$ cat config.mk
export PLATFORM = sky130hd
export DESIGN_NAME = way_lookup_ctrl
export DESIGN_NICKNAME = d
export VERILOG_FILES = /design/src/rtl/cache_pkg.sv /design/src/rtl/way_tag_compare.sv /design/src/rtl/way_lookup_ctrl.sv
export SDC_FILE = /design/constraint.sdc
export NUM_CORES = 1
export LEC_CHECK = 0
export ABC_CLOCK_PERIOD_IN_PS = 2150
export CAP_MARGIN = 15
export CORE_MARGIN = 4
export CORE_UTILIZATION = 52
export DETAILED_ROUTE_END_ITERATION = 7
export GPL_TIMING_DRIVEN = 0
export PLACE_DENSITY = 0.88
export SETUP_SLACK_MARGIN = 0.5
export SLEW_MARGIN = 5
export SYNTH_ARGS = -nofsm -noshare
export SYNTH_HDL_FRONTEND = slang
export SYNTH_SLANG_ARGS = --single-unit
export TNS_END_PERCENT = 20
$ cat constraint.sdc
create_clock -name clk -period 2.15 [get_ports clk]
set_input_delay 0.3225 -clock clk [delete_from_list [all_inputs] [get_ports clk]]
set_output_delay 0.3225 -clock clk [all_outputs]
set_load 0.01 [all_outputs]
$ cat src/rtl/cache_pkg.sv
// Shared types and constants for the 4-way tag lookup controller.
package cache_pkg;

  localparam int unsigned WAYS  = 4;
  localparam int unsigned WAY_W = 2;

  typedef enum logic [1:0] {
    OP_READ  = 2'd0,
    OP_WRITE = 2'd1,
    OP_INVAL = 2'd2,
    OP_RSVD  = 2'd3
  } op_e;

  typedef enum logic [2:0] {
    ST_IDLE      = 3'd0,
    ST_LOOKUP    = 3'd1,
    ST_WRITEBACK = 3'd2,
    ST_FILL      = 3'd3,
    ST_RESP      = 3'd4
  } state_e;

  // The reserved encoding behaves exactly like a read.
  function automatic op_e norm_op(input logic [1:0] raw);
    case (raw)
      2'd1:    return OP_WRITE;
      2'd2:    return OP_INVAL;
      default: return OP_READ;
    endcase
  endfunction

endpackage

$ cat src/rtl/way_tag_compare.sv
// Combinational tag match across all ways, plus lowest-index invalid way.
module way_tag_compare
  import cache_pkg::*;
#(
  parameter int unsigned TAG_W = 12
) (
  input  logic [WAYS-1:0][TAG_W-1:0] tags_i,
  input  logic [WAYS-1:0]            valid_i,
  input  logic [TAG_W-1:0]           tag_i,
  output logic                       hit_o,
  output logic [WAY_W-1:0]           hit_way_o,
  output logic [WAY_W-1:0]           first_inv_o,
  output logic                       all_valid_o
);

  always_comb begin
    hit_o       = 1'b0;
    hit_way_o   = '0;
    first_inv_o = '0;
    all_valid_o = &valid_i;
    for (int unsigned i = 0; i < WAYS; i++) begin
      if (valid_i[i] && (tags_i[i] == tag_i)) begin
        hit_o     = 1'b1;
        hit_way_o = WAY_W'(i);
      end
    end
    // Scan from the top so the lowest invalid index is the last one written.
    for (int unsigned i = 0; i < WAYS; i++) begin
      if (!valid_i[WAYS-1-i]) begin
        first_inv_o = WAY_W'(WAYS - 1 - i);
      end
    end
  end

endmodule

$ cat src/rtl/way_lookup_ctrl.sv
// Request sequencer for a 4-way set: lookup, dirty-victim writeback, fill and response.
module way_lookup_ctrl
  import cache_pkg::*;
#(
  parameter int unsigned TAG_W = 12
) (
  input  logic             clk,
  input  logic             rst,
  input  logic             req_valid,
  output logic             req_ready,
  input  logic [1:0]       req_op,
  input  logic [TAG_W-1:0] req_tag,
  output logic             resp_valid,
  output logic             resp_hit,
  output logic [1:0]       resp_way,
  output logic [1:0]       lru_access_way,
  output logic             lru_access_valid,
  input  logic [1:0]       lru_evict_way,
  output logic             wb_valid,
  output logic [TAG_W-1:0] wb_tag,
  input  logic             wb_ready
);

  state_e                     state_q, state_d;
  op_e                        op_q, op_d;
  logic [TAG_W-1:0]           tag_q, tag_d;
  logic [WAY_W-1:0]           victim_q, victim_d;
  logic [WAYS-1:0]            valid_q, valid_d;
  logic [WAYS-1:0]            dirty_q, dirty_d;
  logic [WAYS-1:0][TAG_W-1:0] tags_q;
  logic                       tag_we;

  logic                       ready_q, ready_d;
  logic                       resp_valid_q, resp_valid_d;
  logic                       resp_hit_q, resp_hit_d;
  logic [WAY_W-1:0]           resp_way_q, resp_way_d;
  logic                       lru_valid_q, lru_valid_d;
  logic [WAY_W-1:0]           lru_way_q, lru_way_d;
  logic                       wb_valid_q, wb_valid_d;
  logic [TAG_W-1:0]           wb_tag_q, wb_tag_d;

  logic                       cmp_hit;
  logic [WAY_W-1:0]           cmp_hit_way;
  logic [WAY_W-1:0]           cmp_first_inv;
  logic                       cmp_all_valid;
  logic [WAY_W-1:0]           victim_sel;

  way_tag_compare #(
    .TAG_W (TAG_W)
  ) u_cmp (
    .tags_i      (tags_q),
    .valid_i     (valid_q),
    .tag_i       (tag_q),
    .hit_o       (cmp_hit),
    .hit_way_o   (cmp_hit_way),
    .first_inv_o (cmp_first_inv),
    .all_valid_o (cmp_all_valid)
  );

  assign victim_sel = cmp_all_valid ? lru_evict_way : cmp_first_inv;

  always_comb begin
    state_d      = state_q;
    op_d         = op_q;
    tag_d        = tag_q;
    victim_d     = victim_q;
    valid_d      = valid_q;
    dirty_d      = dirty_q;
    tag_we       = 1'b0;
    resp_hit_d   = 1'b0;
    resp_way_d   = '0;
    lru_valid_d  = 1'b0;
    lru_way_d    = '0;
    wb_valid_d   = 1'b0;
    wb_tag_d     = '0;

    unique case (state_q)
      ST_IDLE: begin
        // ready_q is low for the first cycle out of reset, so gate on it.
        if (ready_q && req_valid) begin
          op_d    = norm_op(req_op);
          tag_d   = req_tag;
          state_d = ST_LOOKUP;
        end
      end
      ST_LOOKUP: begin
        if (cmp_hit) begin
          resp_hit_d = 1'b1;
          resp_way_d = cmp_hit_way;
          state_d    = ST_RESP;
          if (op_q == OP_INVAL) begin
            valid_d[cmp_hit_way] = 1'b0;
            dirty_d[cmp_hit_way] = 1'b0;
          end else begin
            lru_valid_d = 1'b1;
            lru_way_d   = cmp_hit_way;
            if (op_q == OP_WRITE) dirty_d[cmp_hit_way] = 1'b1;
          end
        end else if (op_q == OP_INVAL) begin
          state_d = ST_RESP;
        end else begin
          victim_d = victim_sel;
          if (valid_q[victim_sel] && dirty_q[victim_sel]) begin
            wb_valid_d = 1'b1;
            wb_tag_d   = tags_q[victim_sel];
            state_d    = ST_WRITEBACK;
          end else begin
            lru_valid_d = 1'b1;
            lru_way_d   = victim_sel;
            state_d     = ST_FILL;
          end
        end
      end
      ST_WRITEBACK: begin
        if (wb_ready) begin
          lru_valid_d = 1'b1;
          lru_way_d   = victim_q;
          state_d     = ST_FILL;
        end else begin
          wb_valid_d = 1'b1;
          wb_tag_d   = wb_tag_q;
        end
      end
      ST_FILL: begin
        tag_we            = 1'b1;
        valid_d[victim_q] = 1'b1;
        dirty_d[victim_q] = (op_q == OP_WRITE);
        resp_way_d        = victim_q;
        state_d           = ST_RESP;
      end
      ST_RESP: begin
        state_d = ST_IDLE;
      end
      default: begin
        state_d = ST_IDLE;
      end
    endcase

    ready_d      = (state_d == ST_IDLE);
    resp_valid_d = (state_d == ST_RESP);
  end

  always_ff @(posedge clk or negedge rst) begin
    if (!rst) begin
      state_q      <= ST_IDLE;
      op_q         <= OP_READ;
      tag_q        <= '0;
      victim_q     <= '0;
      valid_q      <= '0;
      dirty_q      <= '0;
      ready_q      <= 1'b0;
      resp_valid_q <= 1'b0;
      resp_hit_q   <= 1'b0;
      resp_way_q   <= '0;
      lru_valid_q  <= 1'b0;
      lru_way_q    <= '0;
      wb_valid_q   <= 1'b0;
      wb_tag_q     <= '0;
    end else begin
      state_q      <= state_d;
      op_q         <= op_d;
      tag_q        <= tag_d;
      victim_q     <= victim_d;
      valid_q      <= valid_d;
      dirty_q      <= dirty_d;
      ready_q      <= ready_d;
      resp_valid_q <= resp_valid_d;
      resp_hit_q   <= resp_hit_d;
      resp_way_q   <= resp_way_d;
      lru_valid_q  <= lru_valid_d;
      lru_way_q    <= lru_way_d;
      wb_valid_q   <= wb_valid_d;
      wb_tag_q     <= wb_tag_d;
    end
  end

  // Tag array has no reset; entries are qualified by valid_q.
  always_ff @(posedge clk) begin
    if (tag_we) tags_q[victim_q] <= tag_q;
  end

  assign req_ready        = ready_q;
  assign resp_valid       = resp_valid_q;
  assign resp_hit         = resp_hit_q;
  assign resp_way         = resp_way_q;
  assign lru_access_valid = lru_valid_q;
  assign lru_access_way   = lru_way_q;
  assign wb_valid         = wb_valid_q;
  assign wb_tag           = wb_tag_q;

endmodule

==> results of run 1 <==
placed cells by master (no fill, tap or decap), types with 4 or more instances in the layout:
master	n
o21ai_0	5
nand3_1	17
nand2_1	50
clkbuf_8	9
buf_4	22
buf_2	4
clkbuf_1	7
a21oi_1	4
a22oi_2	7
a2bb2oi_1	4
nand4_1	14
mux2_2	12
inv_1	9
xnor2_2	15
o211ai_1	18
xnor2_1	20
dfrtp_1	47
clkdlybuf4s50_1	38
buf_6	15
clkbuf_2	6
nor2_1	44
xor2_1	12
edfxtp_1	48
a22oi_1	10
repair_timing:
item	in CTS	in global routing
endpoints found under the hold margin	9	0
pin swaps	25	12
hold buffers	1	0
endpoints found under the setup margin	96	79
setup buffers	15	9
resized for setup	56	38
cloned	1	0
flip-flops by register name, indices dropped and copies added (netlist names), named ones only:
name / cells
lru_access_valid: 1
lru_access_way: 2
op_q: 2
req_ready: 1
resp_hit: 1
resp_valid: 1
resp_way: 2
state_q: 3
tag_q: 12
tags_q: 48
valid_q: 4
victim_q: 2
wb_tag: 12
wb_valid: 1
power breakdown:
part | switching (uW) | internal [uW]
sequential | 391 | 2500
clock | 616 | 537
combinational | 2610 | 1990
total | 3610 | 5020
final cells by class:
class	count	area [um^2]
Buffer	29	246
Clock buffer	12	135
Clock inverter	4	46.3
Fill cell	610	2570
Inverter	11	50.0
Multi-Input combinational cell	295	2290
Sequential cell	96	2640
Tap cell	108	135
Timing Repair Buffer	68	654
cell families (layout without fill, tap and decap cells):
group / after synthesis / after routing / share of synthesized area, %
muxes: 14 / 14 / 3.33
xor gates and xnor gates: 48 / 48 / 8.95
buffers and inverters: 40 / 124 / 3.76
and+or+nand+nor: 162 / 162 / 16.3
DFF: 96 / 96 / 56.2
adders and majority gates: 2 / 2 / 0.533
AOI/OAI and AO/OA: 69 / 69 / 10.9
through the flow:
step                      hold WS, ps  setup TNS, ps  std cells
final                             360          -2500        623
after floorplan                  26.9              0        431
after global placement            478         -43500        579
after detailed placement          236         -14620        581
after global routing              415          -3540        623
after CTS                         369          -1710        614
critical path: stages (launching register included):
cell and delay (ps):
dfrtp_1 410, buf_6 140, xnor2_4 170, nand4_1 150, or4_4 550, nor4bb_4 180, buf_6 160, o211ai_4 120
buf_6 180, a22oi_2 90
worst paths after layout:
kind / to / slack, ps / depth (start not counted)
worst max-delay path: wb_tag[4]$_DFFE_PN0P_ / -160 / 9
worst min-delay path: tag_q[7]$_DFFE_PN0P_ / 360 / 2
worst max register to register: wb_tag[4]$_DFFE_PN0P_ / -160 / 9
worst min register to register: tags_q[33]$_DFFE_PP_ / 490 / 0
max in group asynchronous: tag_q[6]$_DFFE_PN0P_ / 1260 / 3
min in group clk: tags_q[33]$_DFFE_PP_ / 490 / 0
routing by layer:
layer	vias up	track usage, %	wire length, um
met1	1849	31.8	4920
met3	75	4.40	1220
li1	1706	-	-
met4	0	13.4	847
met2	264	42.7	6470
met5	-	0	0
==> results.sh, run 1 <==
export IMPL_nNetsFinal=532
export IMPL_syn_area_per_cell_um2=10.9
export IMPL_synth_warnings=0
export IMPL_max_cap_violations=0
export IMPL_syn_to_final_growth_pct=31.9
export IMPL_hp_class="input port to async pin"
export IMPL_grt_use_total_pct=25.6
export IMPL_die_area_mm2=0.0106
export IMPL_yosysMostFrequentCell="nand2_1"
export IMPL_tightest_slew_ps=823
export IMPL_worst_endpoint_required_ps=2370
export IMPL_gr_total_overflow=0
export IMPL_ys_types=49
export IMPL_wire_per_inst_um=21.6
export IMPL_cts_sink_count=96
export IMPL_io_pins=41
export IMPL_drc=0
export IMPL_cts_tree="done"
export IMPL_start_util_pct=53.6
export IMPL_grt_pass1_wl_um=20100
export IMPL_timing_final_crit_share_pct=108
export IMPL_critical_path_class="flop to flop"
export IMPL_endpoint_kind="flop"
export IMPL_design_area_mm2=0.00620
export IMPL_yosysTopAreaCell="edfxtp_1"
export IMPL_die_h_um=103
export IMPL_dp_hpwl_um=8850
export IMPL_clk_pin_slew_worst_paths_ps=100
export IMPL_startpoint="tag_q[8]$_DFFE_PN0P_"
export IMPL_rows=34
export IMPL_violations="negative setup slack"
export IMPL_max_freq_ghz=0.432
export IMPL_cts_root_buffer="clkbuf_8"
export IMPL_synth_ff_type="edfxtp_1"
export IMPL_max_slew_margin_pct=45.0
export IMPL_die_w_um=103
export IMPL_syn_area_mm2=0.00470
export IMPL_grt_pass1_vias=3914
export IMPL_drive_above_1_share_pct=26.0
export IMPL_final_core_util_pct=70.7
export IMPL_synth_edf_count=48
export IMPL_clockBufferDepth=2
export IMPL_power_density_mw_per_mm2=1390
export IMPL_start_kind="flop"
export IMPL_p_leak_uw=0.00243
export IMPL_syn_nets=453
export IMPL_antenna_cells=0
export IMPL_rsz0062_at_grt="yes"
export IMPL_grt_antenna_before_repair=0
export IMPL_dpl_instance_area_mm2=0.00539
export IMPL_min_period_ps=2310
export IMPL_h_tree_depth=3
export IMPL_synth_top_cell_area_share_pct=30.7
export IMPL_netlist_instances=431
export IMPL_port_buffers=40
export IMPL_cp_data_arrival_time_ps=2540
export IMPL_detail_route_wirelength_um=13500
export IMPL_vias=3894
export IMPL_synthArstFlopShare_pct=50.0
export IMPL_max_vdd_ir_drop_v=0.000619
export IMPL_totalPowerFinal_uw=8640
export IMPL_pre_cts_ws_ps=-531
export IMPL_r2r_start="tag_q[8]$_DFFE_PN0P_"
export IMPL_finalSetupViolations=25
export IMPL_skew_ps=16.4
export IMPL_status="finished, violations left"
export IMPL_setup_ws_ps=-162
export IMPL_drtPass1Iterations=5
export IMPL_clkLatencyLatePin_ps=370
export IMPL_drt_iter0_drc=415
export IMPL_place_congestion=0.972
export IMPL_cts_buffers=9
export IMPL_via_per_inst=6.25
export IMPL_antenna_left=0
export IMPL_ys_top_cells_by_count="nand2_1 (51), dfrtp_1 (48), edfxtp_1 (48)"
export IMPL_maxSlewViolCount=0
export IMPL_hold_viol_final=0
export IMPL_crit_fanout=8
export IMPL_synth_area_leaders="edfxtp_1 (31%), dfrtp_1 (26%), xnor2_1 (6.7%)"
export IMPL_yosysSeqAreaShare_pct=56.2
export IMPL_fp_coreArea_mm2=0.00876
export IMPL_ys_ff_latch=96
export IMPL_grt_max_degree=40
Note: power is estimated with default switching activity, not from simulation.
==> run 2, diff against run 1 <==
Settings changed: ABC_AREA set to 1, CORE_UTILIZATION 52 to 41, PLACE_DENSITY 0.88 to 0.74.
==> results.sh, run 2 <==
export IMPL_status="completed"
export IMPL_synth_area_leaders="edfxtp_1 (27%), dfrtp_1 (23%), nand2_1 (17%)"
export IMPL_critical_path_slowest_cell="dfrtp_2"
export IMPL_die_area_mm2=0.0149
export IMPL_ys_ff_latch=96
export IMPL_yosysTopAreaCell="edfxtp_1"
export IMPL_r2r_start="tag_q[8]$_DFFE_PN0P_"
export IMPL_rows=41
export IMPL_detail_route_wirelength_um=15400
export IMPL_grt_max_degree=32
export IMPL_path_common_cell="nand2_2"
export IMPL_drc=0
export IMPL_final_cell_mix="nand2_1 (210), inv_1 (76), edfxtp_1 (48)"
export IMPL_pre_cts_ws_ps=-342
export IMPL_dp_hpwl_um=10500
export IMPL_synthArstFlopShare_pct=50.0
export IMPL_hold_viol_final=0
export IMPL_cts_buffers=9
export IMPL_rsz0062_at_grt="yes"
export IMPL_syn_nets=713
export IMPL_yosysSeqAreaShare_pct=49.6
export IMPL_grt_pass1_wl_um=23600
export IMPL_setup_tns_final_ps=0
export IMPL_worst_endpoint_required_ps=2440
export IMPL_syn_area_per_cell_um2=7.70
export IMPL_dpl_instance_area_mm2=0.00597
export IMPL_crit_chain="buf_6, nand2_2, nand2_2, nand2_2, nor2_2, nand2_2, inv_2, nand2_4, nand2_8, nor2_8, nand2_4, nor2_4, clkbuf_16, nand2_2, nand2_2"
export IMPL_die_h_um=122
export IMPL_grt_use_total_pct=20.9
export IMPL_clockBufferDepth=2
export IMPL_synth_top_cell_area_share_pct=27.1
export IMPL_layout_commonest_cell="nand2_1"
export IMPL_fp_coreArea_mm2=0.0127
export IMPL_critical_path_class="flop to flop"
export IMPL_antenna_cells=0
export IMPL_cp_data_arrival_time_ps=2160
export IMPL_grt_pass1_vias=4430
export IMPL_h_tree_depth=3
export IMPL_grt_antenna_before_repair=0
export IMPL_drt_iter0_drc=529
export IMPL_clk_pin_slew_worst_paths_ps=60
export IMPL_start_util_pct=42.0
export IMPL_synth_edf_count=48
export IMPL_min_period_ps=1870
export IMPL_regArea_mm2=0.00266
export IMPL_endpoint_kind="flop"
export IMPL_tightest_slew_ps=458
export IMPL_place_congestion=0.942
export IMPL_maxSlewViolCount=0
export IMPL_drtPass1Iterations=5
export IMPL_max_freq_ghz=0.534
export IMPL_r2r_end="wb_tag[2]$_DFFE_PN0P_"
export IMPL_largest_reg_flops=48
export IMPL_synth_ff_type="edfxtp_1"
export IMPL_hp_class="input port to async pin"
export IMPL_syn_area_mm2=0.00532
export IMPL_die_w_um=122
export IMPL_reg2reg_slack_ps=280
export IMPL_timing_final_crit_share_pct=87.2
export IMPL_clkLatencyLatePin_ps=350
export IMPL_multi_input_area_mm2=0.00253
export IMPL_final_core_util_pct=55.0
export IMPL_nNetsFinal=806
export IMPL_port_buffers=40
export IMPL_start_kind="flop"
export IMPL_design_area_mm2=0.00697
export IMPL_finalSetupViolations=0
export IMPL_wire_per_inst_um=16.0
export IMPL_max_cap_violations=0
export IMPL_vias=4826
export IMPL_skew_ps=7.94
export IMPL_cts_tree="done"
export IMPL_setup_ws_ps=276
export IMPL_ff2ff_path_depth=15
export IMPL_netlist_instances=691
export IMPL_slowest_delay_ps=460
export IMPL_via_per_inst=5.02
export IMPL_max_slew_margin_pct=69.5
export IMPL_syn_to_final_growth_pct=30.9
export IMPL_ys_types=34
export IMPL_cts_root_buffer="clkbuf_16"
export IMPL_ys_top_cells_by_count="nand2_1 (238), inv_1 (82), nor2_1 (62)"
export IMPL_max_vdd_ir_drop_v=0.000502
export IMPL_antenna_left=0
export IMPL_power_density_mw_per_mm2=1190
export IMPL_crit_fanout=6
export IMPL_fillers=1174
export IMPL_top_register="tags_q"
export IMPL_gr_total_overflow=0
export IMPL_yosysMostFrequentCell="nand2_1"
export IMPL_drive_above_1_share_pct=27.5
export IMPL_p_leak_uw=0.00326
export IMPL_io_pins=41
export IMPL_cts_sink_count=96
export IMPL_synth_warnings=0
[run 2: cell types whose count changed after synthesis, sizes merged, moves of 16 or more]
cell / delta
inv: +91
nor2: +23
nand2: +218
a22oi: -16
o211ai: -18
o21ai: +45
a21oi: +33
xnor2: -33
[run 2: per-layer routing]
layer | routed length [um] | vias up | GRT usage [%]
li1 | - | 2375 | -
met1 | 6830 | 2237 | 29.9
met2 | 7120 | 179 | 32.6
met3 | 988 | 35 | 3.06
met4 | 412 | 0 | 7.56
met5 | 0 | - | 0
[run 2: how the worst max path moves through the flow]
stage	endpoint	cells after the start	from	slack [ps]
floorplan	flop	12	state_q[2]$_DFF_PN0_	450
global placement	tag_q[7]$_DFFE_PN0P_	1	rst	-710
detailed placement	tag_q[9]$_DFFE_PN0P_	6	req_valid	-340
CTS	wb_tag[0]$_DFFE_PN0P_	9	valid_q[2]$_DFFE_PN0P_	320
global route	wb_tag[4]$_DFFE_PN0P_	14	tag_q[9]$_DFFE_PN0P_	180
finish	wb_tag[2]$_DFFE_PN0P_	15	tag_q[8]$_DFFE_PN0P_	280
[run 2: area by class of cell]
cell class                 instances  share of cell area [%]
inverter                         102                    5.89
multi-input combinational        480                    36.3
timing repair buffer              82                    11.0
buffer                            13                    1.74
clock buffer                      12                    3.54
clock inverter                     4                   0.287
tap                              172                    3.09
sequential                        96                    38.2
[run 2: worst max-delay path: cells and delay by family (launching register included)]
kind | cells | cell delay, ps
buffers and inverters | 3 | 380
and+or+nand+nor | 12 | 980
DFF | 1 | 460
[run 2: cell families after synthesis]
group / synth area share (%)
AND/OR/NAND/NOR: 31.2
buffers and inverters: 8.63
AO/OA/AOI/OAI: 9.59
flip-flops: 49.6
XOR/XNOR: 0.494
adder cells (fa/ha/maj): 0.470
[run 2: power by group]
group	switching, uW	total [uW]	internal [uW]	leakage, uW
registers	409	2840	2440	0.00105
logic	2550	4010	1470	0.00208
clock network	654	1460	806	0.000128
total	3610	8320	4710	0.00326
[run 2: stage by stage]
stage                     std cells  total power, uW  hold WS, ps
after CTS                       949             7860          467
after global routing            961             8820          502
final                           961             8320          459
after floorplan                 691             4780         26.9
after detailed placement        904             5830          299
after global placement          903             5790          464
[run 2: timing repair]
item                                    CTS  global route
cloned                                    0             1
buffers inserted                         28            11
endpoints found under the hold margin    17             0
endpoints found under the setup margin   96            82
resized for setup                        59            83
pin swaps                                17            34
hold buffers                              1             0
